[src/rtl/mips_next_pc_unit.sv]
`default_nettype none
//============================================================================
// Module      : mips_next_pc_unit (with helpers mips_adder32, mips_mux2_32)
// Description : Program counter register and next-address datapath for the
//               single-cycle MIPS core. Each cycle forms PC+4, a PC-relative
//               branch target and a J-type jump target, selects among them
//               (branch mux first, jump mux second) and registers the result.
// Ports       : clk             - system clock, rising-edge active
//               reset           - synchronous, active-high reset
//               current_address - registered PC (instruction fetch address)
//               jump_steps      - signed branch offset in words
//               select_branch   - 1 = take branch target
//               select_jump     - 1 = take jump target (beats select_branch)
//               instruction     - current instruction, [25:0] = jump index
// Revision    : 1.0 - initial release
//============================================================================

//----------------------------------------------------------------------------
// Shared 32-bit adder primitive: modulo 2^32, carry-out discarded.
//----------------------------------------------------------------------------
module mips_adder32 (
    input  logic [31:0] i_a,
    input  logic [31:0] i_b,
    output logic [31:0] o_sum
);
    assign o_sum = i_a + i_b;
endmodule

//----------------------------------------------------------------------------
// Shared 32-bit 2:1 mux primitive: o_y = i_sel ? i_d1 : i_d0.
//----------------------------------------------------------------------------
module mips_mux2_32 (
    input  logic [31:0] i_d0,
    input  logic [31:0] i_d1,
    input  logic        i_sel,
    output logic [31:0] o_y
);
    assign o_y = i_sel ? i_d1 : i_d0;
endmodule

//----------------------------------------------------------------------------
// Top level
//----------------------------------------------------------------------------
module mips_next_pc_unit #(
    parameter logic [31:0] RESET_ADDR = 32'h0000_0000
) (
    input  logic        clk,
    input  logic        reset,
    output logic [31:0] current_address,
    input  logic [31:0] jump_steps,
    input  logic        select_branch,
    input  logic        select_jump,
    input  logic [31:0] instruction
);

    localparam logic [31:0] c_pc_step = 32'd4;

    logic [31:0] r_pc_q;
    logic [31:0] w_pc_d;
    logic [31:0] w_addr_plus4;
    logic [31:0] w_branch_offset;
    logic [31:0] w_branch_addr;
    logic [31:0] w_branch_mux;
    logic [31:0] w_jump_addr;
    logic [31:0] w_next_address;
    logic        w_unused_bits;

    // Word offset to byte offset: the two top bits of the offset fall off,
    // which keeps the arithmetic two's-complement within 32 bits.
    assign w_branch_offset = {jump_steps[29:0], 2'b00};

    // J-type target keeps the 256 MB region of the delay-slot address.
    assign w_jump_addr = {w_addr_plus4[31:28], instruction[25:0], 2'b00};

    // Bits that the address arithmetic deliberately ignores.
    assign w_unused_bits = ^{instruction[31:26], jump_steps[31:30]};

    mips_adder32 u_add_plus4 (
        .i_a   (r_pc_q),
        .i_b   (c_pc_step),
        .o_sum (w_addr_plus4)
    );

    mips_adder32 u_add_branch (
        .i_a   (w_addr_plus4),
        .i_b   (w_branch_offset),
        .o_sum (w_branch_addr)
    );

    mips_mux2_32 u_mux_branch (
        .i_d0  (w_addr_plus4),
        .i_d1  (w_branch_addr),
        .i_sel (select_branch),
        .o_y   (w_branch_mux)
    );

    // Jump mux sits after the branch mux, so a jump overrides a branch.
    mips_mux2_32 u_mux_jump (
        .i_d0  (w_branch_mux),
        .i_d1  (w_jump_addr),
        .i_sel (select_jump),
        .o_y   (w_next_address)
    );

    always_comb begin
        w_pc_d = w_next_address;
    end

    always_ff @(posedge clk) begin
        if (reset) begin
            r_pc_q <= RESET_ADDR;
        end else begin
            r_pc_q <= w_pc_d;
        end
    end

    assign current_address = r_pc_q;

endmodule
`default_nettype wire

[config.mk]
export PLATFORM = sky130hd
export DESIGN_NAME = mips_next_pc_unit
export DESIGN_NICKNAME = d
export VERILOG_FILES = /design/src/rtl/mips_next_pc_unit.sv
export SDC_FILE = /design/constraint.sdc
export NUM_CORES = 1
export LEC_CHECK = 0
export ABC_AREA = 1
export ABC_CLOCK_PERIOD_IN_PS = 8550
export CORE_MARGIN = 4
export CORE_UTILIZATION = 40
export CTS_CLUSTER_DIAMETER = 80
export DETAILED_ROUTE_END_ITERATION = 16
export PLACE_DENSITY = 0.61
export SLEW_MARGIN = 20
export SYNTH_ARGS = -nofsm -noshare
export SYNTH_HDL_FRONTEND = slang
export SYNTH_HIERARCHICAL = 1
export SYNTH_SLANG_ARGS = --single-unit
[constraint.sdc]
create_clock -name clk -period 8.55 [get_ports clk]
set_clock_uncertainty 0.05 [all_clocks]
set_input_delay 1.71 -clock clk [delete_from_list [all_inputs] [get_ports clk]]
set_output_delay 1.71 -clock clk [all_outputs]
set_load 0.01 [all_outputs]
# [Word level (Yosys, flattened, before mapping)]
# Cells that the tools add are included.
[totals] latch_bits=0 reg_bits=32 word_cells=7 ramBits=0 output_inout_bits=32 input_bits=68 romBits=0 mem_count=0
[op_classes] order_cmp=0 n_div=0 n_reduce_logical=1 eq_ne=0 shift=0 n_bitwise=0 n_mux=2 mul=0 add_sub_neg=2
[ops] op="two-way mux 32 bit" n=2
[ops] op="adder 32 x 3 -> 32 bit (second input constant)" n=1
[ops] op="adder 32 bit" n=1
[ops] op="OR reduction 2 bit" n=1

# [Logic depth before layout (Yosys ltp)]
[depth] ltp_word=4 mapped_depth=29 mapped_depth_nobuf=29

# [Modules after synthesis]
# The synthesis kept the hierarchy.
[modules_own_cells] module="mips_adder32 at u_add_branch" instances=1 area_each_um2=2384.8 cells_each=494
[modules_own_cells] module="mips_adder32 at u_add_plus4" instances=1 area_each_um2=2323.5 cells_each=491
[modules_own_cells] module="mips_mux2_32" instances=2 area_each_um2=491.7 cells_each=104
[modules_own_cells] module="mips_next_pc_unit" instances=1 area_each_um2=922.1 cells_each=101

# [Worst setup path after synthesis]
# Ideal clock, no wire load.
[synth_timing] path_type="input-to-reg" start="in jump_steps[5]" end="reg r_pc_q[28] (netlist: current_address[28])" t_arrival_ps=3035 path_buffers=0 path_slack_ps=5353 t_required_ps=8388 cell_stages=17 path_cell_list="ha_1 -> nand2_1 -> inv_1 -> a21oi_2 -> nand2_2 -> nand2_1 -> nand2_2 -> nand2_1 -> nand2_1 -> nand2_1 -> nand2_1 -> nand2_1 -> nand2_1 -> nand2_1 -> nand2_1 -> inv_1 -> nor2_1"
[synth_via] elab_chain_cells=3
[synth_rtl] item="start, declared" line_no="50" text="input logic [31:0] jump_steps,"
[synth_rtl] item="adder 32 bit" line_no="26" text="assign o_sum = i_a + i_b;"
[synth_rtl] item="named net w_branch_addr[28]" line_no="62" text="logic [31:0] w_branch_addr;"
[synth_rtl] item="two-way mux 32 bit" line_no="38" text="assign o_y = i_sel ? i_d1 : i_d0;"
[synth_rtl] item="named net w_branch_mux[28]" line_no="63" text="logic [31:0] w_branch_mux;"
[synth_rtl] item="two-way mux 32 bit" line_no="38"
[synth_rtl] item="named net w_next_address[28]" line_no="65" text="logic [31:0] w_next_address;"
[synth_rtl] item="end signal, assigned" line_no="113" text="r_pc_q <= w_pc_d;"
[synth_rtl] item="end, declared" line_no="58" text="logic [31:0] r_pc_q;"
# The timed path passes the listed nets, and every way through them passes these cells.
# A chain may end at the register's enable or synchronous reset.

# [Worst setup path in the final report]
[layout_timing] start="in jump_steps[9]" end="reg r_pc_q[16] (netlist: current_address[16])"
# The elaborated chain is that of the path after synthesis.

==> results.ini <==
[setup_path]
cp.arrival_ns=3.80
crit_cells=15
worst_r2r_path_depth=22
start_kind=input pin
critPathRequiredTime_ns=8.69
crit_type=in2reg
path_common_cell=nand2_1
path_cells=clkdlybuf4s50_1, ha_1, nand2_2, inv_2, a21oi_1, nor2_1, nor2_1, nand2_1, xor2_1, nand2_1, nand2_1, nand2_1, nand2_1, inv_1, nor2_1
r2r-end=current_address[16]
startpoint=jump_steps[9]
crit_slowest_cell=clkdlybuf4s50_1
cp_max_fo=4
r2r-start=current_address[4]
crit_end=current_address[16]
crit_family=simple AND/OR/NAND/NOR gates
rrSetupSlack_ns=5.05
critPathBufInv=3
max_stage_delay_ns=0.43
critPathCaptureType=flip-flop

[cts]
cts_root_buf=clkbuf_16
cts_tree=yes
cts_setup_buffers=0
numCtsBuffers=5
insertion_delay_ns=0.28
clk_pin_slew_ns=0.05
hold_buffers=0
cts-htree-levels=2
clock_sinks=32
cts_max_path_buffers=2
cts_resized=0

[floorplan]
ios=100
coreArea_um2=16100
fp.dieW_um=137
die_h_um=137
start_util_pct=41.2
die-area_um2=18700
fp-row-count=46

[sta]
setup-tns-final_ns=0
finalSetupViolCount=0
final-hold-violation-count=0
fmax_ghz=0.273
fin_crit_sh_pct=42.9
fin_ws_ns=4.88
slew_headroom_pct=63.5
hold_slack_ns=0.809
worst_pin_slew_ns=0.548
fin_crit_ns=3.67
rsz0062_at_grt=no
drv_slew=0

[power]
switching_power_mw=0.841
combPwrFrac_pct=76.2
p_total_mw=1.56
switching_share_pct=54.0
seq_power_share_pct=12.0
p_leak_nw=5.05
internal_power_mw=0.717
power_density_nw_per_um2=198
vdd_drop_max_mv=0.104
power.share.clock_pct=11.8

[logic_synthesis]
ys_seq_area_share_pct=9.69
ys_warn_count=6
synth_top_area_cell=nand2_1
async_reset_ff_share_pct=0
ys_ff_latch=32
netlist_instances=1294
syn_area_um2=6610
synth_edf_count=0
ys_types=26
yosysMostFrequentCell=nand2_1
synth_ff_type=dfxtp_1
synth_top_area_share_pct=35.1
synth.top_cells.by_area=nand2_1 35%, inv_1 14%, ha_1 12%
syn_area_per_cell_um2=5.11
synthTopCellsByCount=619 x nand2_1, 253 x inv_1, 108 x nor2_1

[cells_and_area]
fin_cells=1630
finish.utilization_pct=49.0
drive_gt1_share_pct=4.88
fill_cells=1831
largest_reg_flops=32
syn2layout_area_growth_pct=18.9
final_cell_area_um2=7870
nets=1545
diodes=0

[placed_design]
place_congestion=0.904
post_dp_cell_area_um2=7720
dpl.hpwl_mm=17.1
place_ws_ns=4.58
port_buffers=91
dp.cells=1622

[global_route]
grt_pass1_vias=6616
antenna_found_initial=0
grt_max_degree=34
grtUsageTotal_pct=21.2
overflow=0
grt_pass1_wl_mm=31.5

[detailed_routing]
ant_nets=0
vias_per_cell=4.43
dr.pass1.iters=5
num_vias=7229
drt_first_iter_violations=419
drc_errors=0
wl_per_cell_um=11.8
totalWireLength_mm=19.2

[job]
max_cap_violations=0

[run_status]
status=finished clean

[hold_path]
hold_class=reg2reg

==> final cells by class <==
| type | instances | area [µm²] | area share, % |
|---|---|---|---|
| repair buffers | 93 | 921 | 11.7 |
| inverters | 258 | 983 | 12.5 |
| clock inverters | 1 | 7.51 | 0.0954 |
| flip-flops and latches | 32 | 641 | 8.14 |
| multi-input cells | 1023 | 4900 | 62.3 |
| clock buffers | 7 | 143 | 1.81 |
| well taps | 216 | 270 | 3.44 |
==> per-layer routing <==
metal / global-route usage (%) / routed length (µm)
met1: 30.9 / 9850
met4: 4.54 / 307
met3: 1.25 / 712
met2: 34.3 / 8300
met5: 0 / 0
==> how the worst min path moves through the flow <==
stage | start | end | slack (ns) | cells past startpoint
after floorplan | current_address[31] | current_address[31] | 0.77 | 7
after detailed placement | current_address[31] | current_address[31] | 0.82 | 7
after CTS | current_address[31] | current_address[31] | 0.83 | 7
after global placement | current_address[31] | current_address[31] | 0.80 | 7
after global routing | current_address[0] | current_address[0] | 0.94 | 7
final | current_address[31] | current_address[31] | 0.81 | 7
==> tightest hold or removal path: stages, from the launching register on <==
cell and delay (ns):
dfxtp_1 0.36, xnor2_1 0.09, nand2_1 0.06, nand2_1 0.09, nand2_1 0.09, nand2_1 0.05
inv_1 0.04, nor2_1 0.03
==> layout by cell type (no fill, tap or decap), types with 32 or more instances in the layout <==
cell	Yosys	final
nand2_1	619	619
inv_1	253	253
clkdlybuf4s50_1	0	90
nand2_2	42	42
conb_1	2	38
nor2_1	108	108
a21oi_1	39	39
ha_1	62	62
nand3_1	48	48
dfxtp_1	32	32
==> power by group through the flow <==
| stage | combinational (mW) | sequential, mW | clock (mW) |
|---|---|---|---|
| after floorplan | 0.862 | 0.197 | 0 |
| after global placement | 1.16 | 0.190 | 0 |
| after detailed placement | 1.16 | 0.191 | 0 |
| after CTS | 1.17 | 0.187 | 0.188 |
| after global routing | 1.36 | 0.189 | 0.193 |
| final | 1.19 | 0.186 | 0.184 |
==> logic make-up (layout without fill, tap and decap cells) <==
| family | Yosys count | in the layout | share of synthesized area [%] |
|---|---|---|---|
| buffers and inverters | 275 | 359 | 18.3 |
| flip-flops | 32 | 32 | 9.69 |
| AO/OA/AOI/OAI | 46 | 46 | 3.76 |
| XOR/XNOR | 32 | 32 | 4.24 |
| adder cells (fa/ha/maj) | 64 | 64 | 12.3 |
| other | 2 | 38 | 0.114 |
| AND/OR/NAND/NOR | 843 | 843 | 51.6 |
Note: power is estimated with default switching activity, not from simulation.
